## src/rtl/cache_fill_pkg.sv

```systemverilog
// cache_fill_pkg: shared state type, word size and line slot positioning for the cache fill unit
package cache_fill_pkg;

    typedef enum logic [1:0] {IDLE, READ, WRITE, DONE} fill_state_t;

    localparam int WORD_BYTES = 4;

    function automatic int slot_hi(input int k, input int blocksize);
        return (blocksize - k) * 32 - 1;
    endfunction

endpackage

```

## src/rtl/cache_fill_unit_line_buffer.sv

```systemverilog
// fill_line_buffer: blocksize x 32 line register, word offset 0 placed in the top slot of the packed line
module fill_line_buffer
    import cache_fill_pkg::*;
#(
    parameter  int blocksize = 4,
    localparam int bo_bits   = $clog2(blocksize)
) (
    input  logic                      clk,
    input  logic                      reset,
    input  logic                      i_we,
    input  logic [bo_bits-1:0]        i_idx,
    input  logic [31:0]               i_wdata,
    output logic [blocksize*32-1:0]   o_line
);

    logic [31:0] r_words [blocksize];

    always_ff @(posedge clk or posedge reset) begin
        if (reset) begin
            for (int k = 0; k < blocksize; k++) r_words[k] <= '0;
        end else if (i_we) begin
            r_words[i_idx] <= i_wdata;
        end
    end

    for (genvar k = 0; k < blocksize; k++) begin : g_slot
        assign o_line[slot_hi(k, blocksize) -: 32] = r_words[k];
    end

endmodule

```

## src/rtl/cache_fill_unit.sv

```systemverilog
// cache_fill_unit: turns cache line reads into word bursts and write-through stores into single bus writes
module cache_fill_unit
    import cache_fill_pkg::*;
#(
    parameter  int blocksize = 4,
    localparam int bo_bits   = $clog2(blocksize)
) (
    input  logic                    clk,
    input  logic                    reset,
    input  logic                    memread,
    input  logic                    memwrite,
    input  logic [31:0]             a,
    input  logic [31:0]             wd,
    output logic [blocksize*32-1:0] memdata,
    output logic                    memready,
    output logic                    bus_req,
    output logic                    bus_we,
    output logic [31:0]             bus_addr,
    output logic [31:0]             bus_wdata,
    input  logic [31:0]             bus_rdata,
    input  logic                    bus_ack
);

    fill_state_t        r_state, w_next;
    logic [bo_bits-1:0] r_cnt;
    logic [31:0]        r_addr;
    logic [31:0]        r_wdata;
    logic               w_fill_we;

    always_ff @(posedge clk or posedge reset) begin
        if (reset) r_state <= IDLE;
        else       r_state <= w_next;
    end

    always_comb begin
        w_next    = r_state;
        memready  = 1'b0;
        bus_req   = 1'b0;
        bus_we    = 1'b0;
        bus_addr  = '0;
        w_fill_we = 1'b0;
        case (r_state)
            IDLE:  w_next = memwrite ? WRITE : memread ? READ : IDLE;
            READ: begin
                bus_req   = 1'b1;
                bus_addr  = {r_addr[31:bo_bits+2], r_cnt, 2'b00};
                w_fill_we = bus_ack;
                if (bus_ack && (&r_cnt)) w_next = DONE;
            end
            WRITE: begin
                bus_req  = 1'b1;
                bus_we   = 1'b1;
                bus_addr = r_addr;
                if (bus_ack) w_next = DONE;
            end
            DONE: begin
                memready = 1'b1;
                w_next   = IDLE;
            end
            default: w_next = IDLE;
        endcase
    end

    // Address and data are captured once at entry so the cache may change them mid-transaction.
    always_ff @(posedge clk or posedge reset) begin
        if (reset) begin
            r_cnt   <= '0;
            r_addr  <= '0;
            r_wdata <= '0;
        end else if (r_state == IDLE && (memread || memwrite)) begin
            r_cnt   <= '0;
            r_addr  <= a & ~32'(WORD_BYTES - 1);
            r_wdata <= wd;
        end else if (w_fill_we) begin
            r_cnt <= r_cnt + 1'b1;
        end
    end

    assign bus_wdata = r_wdata;

    fill_line_buffer #(.blocksize(blocksize)) u_line (
        .clk     (clk),
        .reset   (reset),
        .i_we    (w_fill_we),
        .i_idx   (r_cnt),
        .i_wdata (bus_rdata),
        .o_line  (memdata)
    );

endmodule

```

## config.mk

```make
export PLATFORM = sky130hd
export DESIGN_NAME = cache_fill_unit
export DESIGN_NICKNAME = d
export VERILOG_FILES = /design/src/rtl/cache_fill_pkg.sv /design/src/rtl/cache_fill_unit_line_buffer.sv /design/src/rtl/cache_fill_unit.sv
export SDC_FILE = /design/constraint.sdc
export NUM_CORES = 1
export LEC_CHECK = 0
export ABC_AREA = 1
export BUFFER_PORTS_ARGS = -buffer_cell sky130_fd_sc_hd__buf_2
export CAP_MARGIN = 20
export CORE_ASPECT_RATIO = 2
export CORE_MARGIN = 3
export CORE_UTILIZATION = 50
export CTS_BUF_LIST = sky130_fd_sc_hd__clkbuf_4 sky130_fd_sc_hd__clkbuf_8 sky130_fd_sc_hd__clkbuf_16
export DETAILED_ROUTE_END_ITERATION = 8
export PLACE_DENSITY = 0.86
export SLEW_MARGIN = 0
export SYNTH_ARGS = -nofsm -noshare
export SYNTH_HDL_FRONTEND = slang
export SYNTH_HIERARCHICAL = 1
export SYNTH_SLANG_ARGS = --single-unit
export TNS_END_PERCENT = 20
```

## constraint.sdc

```tcl
create_clock -name clk -period 4.16 [get_ports clk]
set_clock_uncertainty 0.05 [all_clocks]
set_input_delay 0 -clock clk [delete_from_list [all_inputs] [get_ports clk]]
set_output_delay 0 -clock clk [all_outputs]
set_load 0.01 [all_outputs]
```

[Word level (Yosys, flattened, before mapping)]
Cells that the tools add are included.
Word-level totals
  memories kept: 0
  register bits after elaboration: 194
  output and inout bits: 195
  bits in writable memories: 0
  memory bits (read-only): 0
  latch bits: 0
  word-level logic and storage cells: 41
Operators by class
  magnitude comparators: 2
  $add $sub $neg: 1
  reductions and logical operators: 9
  bitwise logic cells: 1
  equal/unequal tests: 5
  divide/modulo/power cells: 0
  multipliers: 0
  shift operators: 0
  muxes and demuxes: 15
Operator list (count)
  $bwmux 128: 1
  $demux 32 s2: 1
  $pmux 32 s2: 1
  $mux 32: 1
  $mux 2: 5
  $pmux 2 s4: 1
  $mux 1: 5
  $eq 2x2->1 const B: 2
  $ne 2x2->1 const B: 2
  $reduce_and 2->1: 2
  $ge 3x3->1 const B: 1
  $logic_and 1x1->1: 3
  $lt 3x1->1 const B: 1
  $not 2->3: 1
  $add 2x1->2 const B: 1
  $eq 2x1->1 const B: 1
  $logic_not 2->1: 1
  $reduce_bool 2->1: 1
  $reduce_or 2->1: 1
  $logic_or 1x1->1: 1

[Depth between registers and ports, before layout]
  word-level depth: 6
  gate-level depth with buffers: 9
  mapped depth without buffers: 7

[Hierarchy]
The synthesis kept the hierarchy.
By module, submodules not included
  fill_line_buffer: sequential area each 3203.1 um^2, cells each 570, area an instance 5192.5 um^2, instances 1
  cache_fill_unit: sequential area each 1651.6 um^2, cells each 351, area an instance 2917.8 um^2, instances 1

[Least setup slack after synthesis]
OpenSTA, ideal clock, no wires.
  path type: flip-flop to flip-flop
  from: reg r_state[1]
  to: reg u_line.r_words, in the netlist u_line/o_line[0]
  arrival time: 1462 ps
  library setup time: 118 ps
  cell stages (with the launch flop): 10
  setup slack: 2530 ps
  period minus slack after synthesis: 1630 ps
  path buffers: 2
  cell sequence: dfrtp_1 -> inv_1 -> ha_1 -> nand2_1 -> inv_1 -> clkbuf_2 -> nand3_1 -> clkbuf_1 -> nand2_1 -> nand2_1
Between the ends
  word-level cells in the longest chain between the ends: 2
RTL lines
  from (decl): line cache_fill_unit.sv:24  | fill_state_t r_state, w_next;
  from (signal assigned): line cache_fill_unit.sv:32  | else r_state <= w_next;
  $eq 2x1->1: line cache_fill_unit.sv:42  | case (r_state)
  $mux 1: line cache_fill_unit.sv:42
  named net w_fill_we: line cache_fill_unit.sv:28  | logic w_fill_we;
  to (signal, indexed assignment): line cache_fill_unit_line_buffer.sv:22  | r_words[i_idx] <= i_wdata;
  to (decl): line cache_fill_unit_line_buffer.sv:16  | logic [31:0] r_words [blocksize];
The timed path passes the listed nets, and every way through them passes these cells.
A chain may end at the register's enable or synchronous reset.

[Worst setup path in the final report]
  from: reg r_state[1]
  to: reg u_line.r_words, in the netlist u_line/o_line[83]
The elaborated chain is that of the path after synthesis.

==> metrics.csv <==
metric,value,unit
reg2reg start,r_state[1]$_DFFE_PP0P_,
Worst R2R End,u_line/o_line[83]$_DFFE_PP0P_,
Pleak,0.006413,uW
r2r setup slk,1600,ps
via count,8236,
HP Class,in2async,
CP arrival,2870,ps
Global Route Usage Sum,30.57,%
die width,96.06,um
drt pass-1 iters,5,
clock sinks,194,
number of library cell types mapped by synthesis,21,
syn avg cell area,8.806,um^2
Vias/cell,5.535,
FP Rows,65,
placed wire-length estimate,16430,um
# nets final,1380,
worst slew pin tran,809.4,ps
Post-CTS Repair Setup Buffers,0,
total power,7989,uW
vias in the first global route,8381,
period utilisation layout,61.63,%
I/O Pins,296,
CP required,4470,ps
clock root cell,clkbuf_16,
first-pass GRT wire length,42000,um
layout cells sized above 1,27.12,%
placed cell count,1357,
status,completed,
antenna cell count,0,
die area,17880,um^2
WL final,26750,um
Routed Antenna Nets,0,
PwrDens,715.2,nW/um^2
WL per Instance,17.98,um
CP Max Fanout,80,
initial antenna violation count,0,
IO buf count,291,
count of final setup violators,0,
unrepaired setup endpoints after global routing,no,
"Slew Viols, Final",0,
Final Hold Fails,0,
CTS tree,built,
Post-Syn Area,8110,um^2
#FFs+latches synth,194,
Max IR drop VDD,520.4,uV
Reg2Reg Depth,7,
CP Class,reg2reg,
core area,15860,um^2
fmax,390.0,MHz
Setup TNS Final,0,ps
clk slew on worst S/H paths,70,ps
relative max-transition margin,45.98,%
placer's final routability congestion estimate,0.8633,
Ys Warns,6,
DR iter-0 viols,494,
max-cap violation count,0,
clk_lat worst skew,430,ps
Num CTS Buffers,17,
Non-Filler Instances,1488,
Critical Path Source Type,flop,
area grow syn2layout,37.74,%
Die Span Y,186.1,um
Initial Utilization,51.14,%
nature of the critical path endpoint,flop,
GRT overflow,0,
Mapped Cells,921,
DRC,0,
H-tree depth,4,
minimum clock period,2564,ps
CTS Buffer Depth,2,
largest net degree at the start of global routing,81,
"Seq/Total Area, Yosys",59.86,%
-- power by group --
part / internal (uW) / switching [uW]
registers: 2650 / 467
logic: 1140 / 2130
clock network: 840 / 762
total: 4630 / 3360
-- flip-flops by register name, indices dropped and copies added, names as in the netlist --
register / cells
u_line/o_line: 128
r_cnt: 2
bus_wdata: 32
r_state: 2
r_addr: 30
-- routing by layer --
metal | wire [um] | track usage [%] | up-vias | share of wire [%]
li1 | - | - | 3693 | -
met1 | 8917 | 33.05 | 3964 | 33
met2 | 14170 | 52.12 | 489 | 53
met3 | 2328 | 8.212 | 90 | 8.7
met4 | 1329 | 18.53 | 0 | 5.0
met5 | 0 | 0 | - | 0
-- Yosys cell counts (all sizes together) --
| cell | instances | share of area, % |
|---|---|---|
| or2 | 1 | 0.077 |
| buf | 49 | 3.5 |
| o21ai | 28 | 1.7 |
| nand4 | 96 | 7.4 |
| dfrtp | 194 | 60 |
| a21oi | 3 | 0.19 |
| ha | 5 | 0.77 |
| inv | 41 | 1.9 |
| nand2 | 380 | 18 |
| nor3 | 1 | 0.12 |
| clkbuf | 21 | 0.99 |
| nor2 | 31 | 1.5 |
| conb | 1 | 0.046 |
| nand3 | 70 | 4.3 |
-- how the worst max path moves through the flow --
| stage | start | to |
|---|---|---|
| 2_1_floorplan | reset | u_line/o_line[0]$_DFFE_PP0P_ |
| 3_3_place_gp | r_state[1]$_DFFE_PP0P_ | u_line/o_line[48]$_DFFE_PP0P_ |
| 3_5_place_dp | r_state[1]$_DFFE_PP0P_ | u_line/o_line[42]$_DFFE_PP0P_ |
| 4_1_cts | r_state[1]$_DFFE_PP0P_ | u_line/o_line[42]$_DFFE_PP0P_ |
| 5_1_grt | r_state[1]$_DFFE_PP0P_ | u_line/o_line[123]$_DFFE_PP0P_ |
| 6_report | r_state[1]$_DFFE_PP0P_ | u_line/o_line[83]$_DFFE_PP0P_ |
-- critical path, stage by stage (launching register included) --
cell and delay [ps]:
dfrtp_1 420, inv_1 90, ha_1 240, nand2_1 150, inv_4 430, buf_4 700, nand4_1 240, nand2_1 130
-- final cells by class --
| type | instances | area (um^2) |
|---|---|---|
| sequential | 194 | 4857 |
| fill | 1149 | 4688 |
| multi-input combinational | 617 | 2748 |
| timing repair buffer | 403 | 2575 |
| clock buffer | 20 | 466.7 |
| tap | 201 | 251.5 |
| inverter | 41 | 158.9 |
| clock inverter | 12 | 113.9 |
-- cell usage in the layout, fill, tap and decap left out, types with 2 or more instances in the layout --
| cell type | Yosys | layout |
|---|---|---|
| nand2_1 | 377 | 376 |
| buf_2 | 35 | 291 |
| dfrtp_1 | 194 | 192 |
| dlygate4sd3_1 | 0 | 98 |
| nand4_1 | 96 | 96 |
| nand3_1 | 70 | 70 |
| inv_1 | 41 | 38 |
| nor2_1 | 30 | 30 |
| o21ai_1 | 19 | 19 |
| clkbuf_16 | 0 | 17 |
| buf_4 | 10 | 12 |
| o21ai_0 | 9 | 9 |
| ha_1 | 5 | 5 |
| nand2_2 | 3 | 4 |
| inv_6 | 0 | 4 |
| a21oi_1 | 3 | 3 |
| inv_8 | 0 | 3 |
| clkbuf_8 | 0 | 3 |
| inv_4 | 0 | 2 |
| conb_1 | 1 | 2 |
| clkinvlp_4 | 0 | 2 |
| dfrtp_2 | 0 | 2 |
-- through the flow --
stage          hold slack, ps  utilization (%)  area, um^2  setup slack [ps]
2_1_floorplan           59.62                -        8114             697.4
3_3_place_gp            22.72            60.42        9582              1754
3_5_place_dp            30.78            60.42        9582              1680
4_1_cts                 111.1            70.26       11140              1659
5_1_grt                 176.5            70.44       11170              1435
6_report                129.9            70.44       11170              1596
-- cell families (layout without fill, tap and decap cells) --
group	after synthesis	after routing	synth area share (%)
other cells	1	2	0.04624
compound gates	31	31	1.913
fa+ha+maj	5	5	0.7714
simple gates	579	579	31.07
flops	194	194	59.86
buf+inv	111	476	6.341
-- what timing repair did --
item | 4_1_cts | 5_1_grt
resized for setup | 0 | 0
hold buffers | 98 | 0
hold endpoints to repair | 262 | 0
No activity file was read; power rests on OpenSTA's default activity.
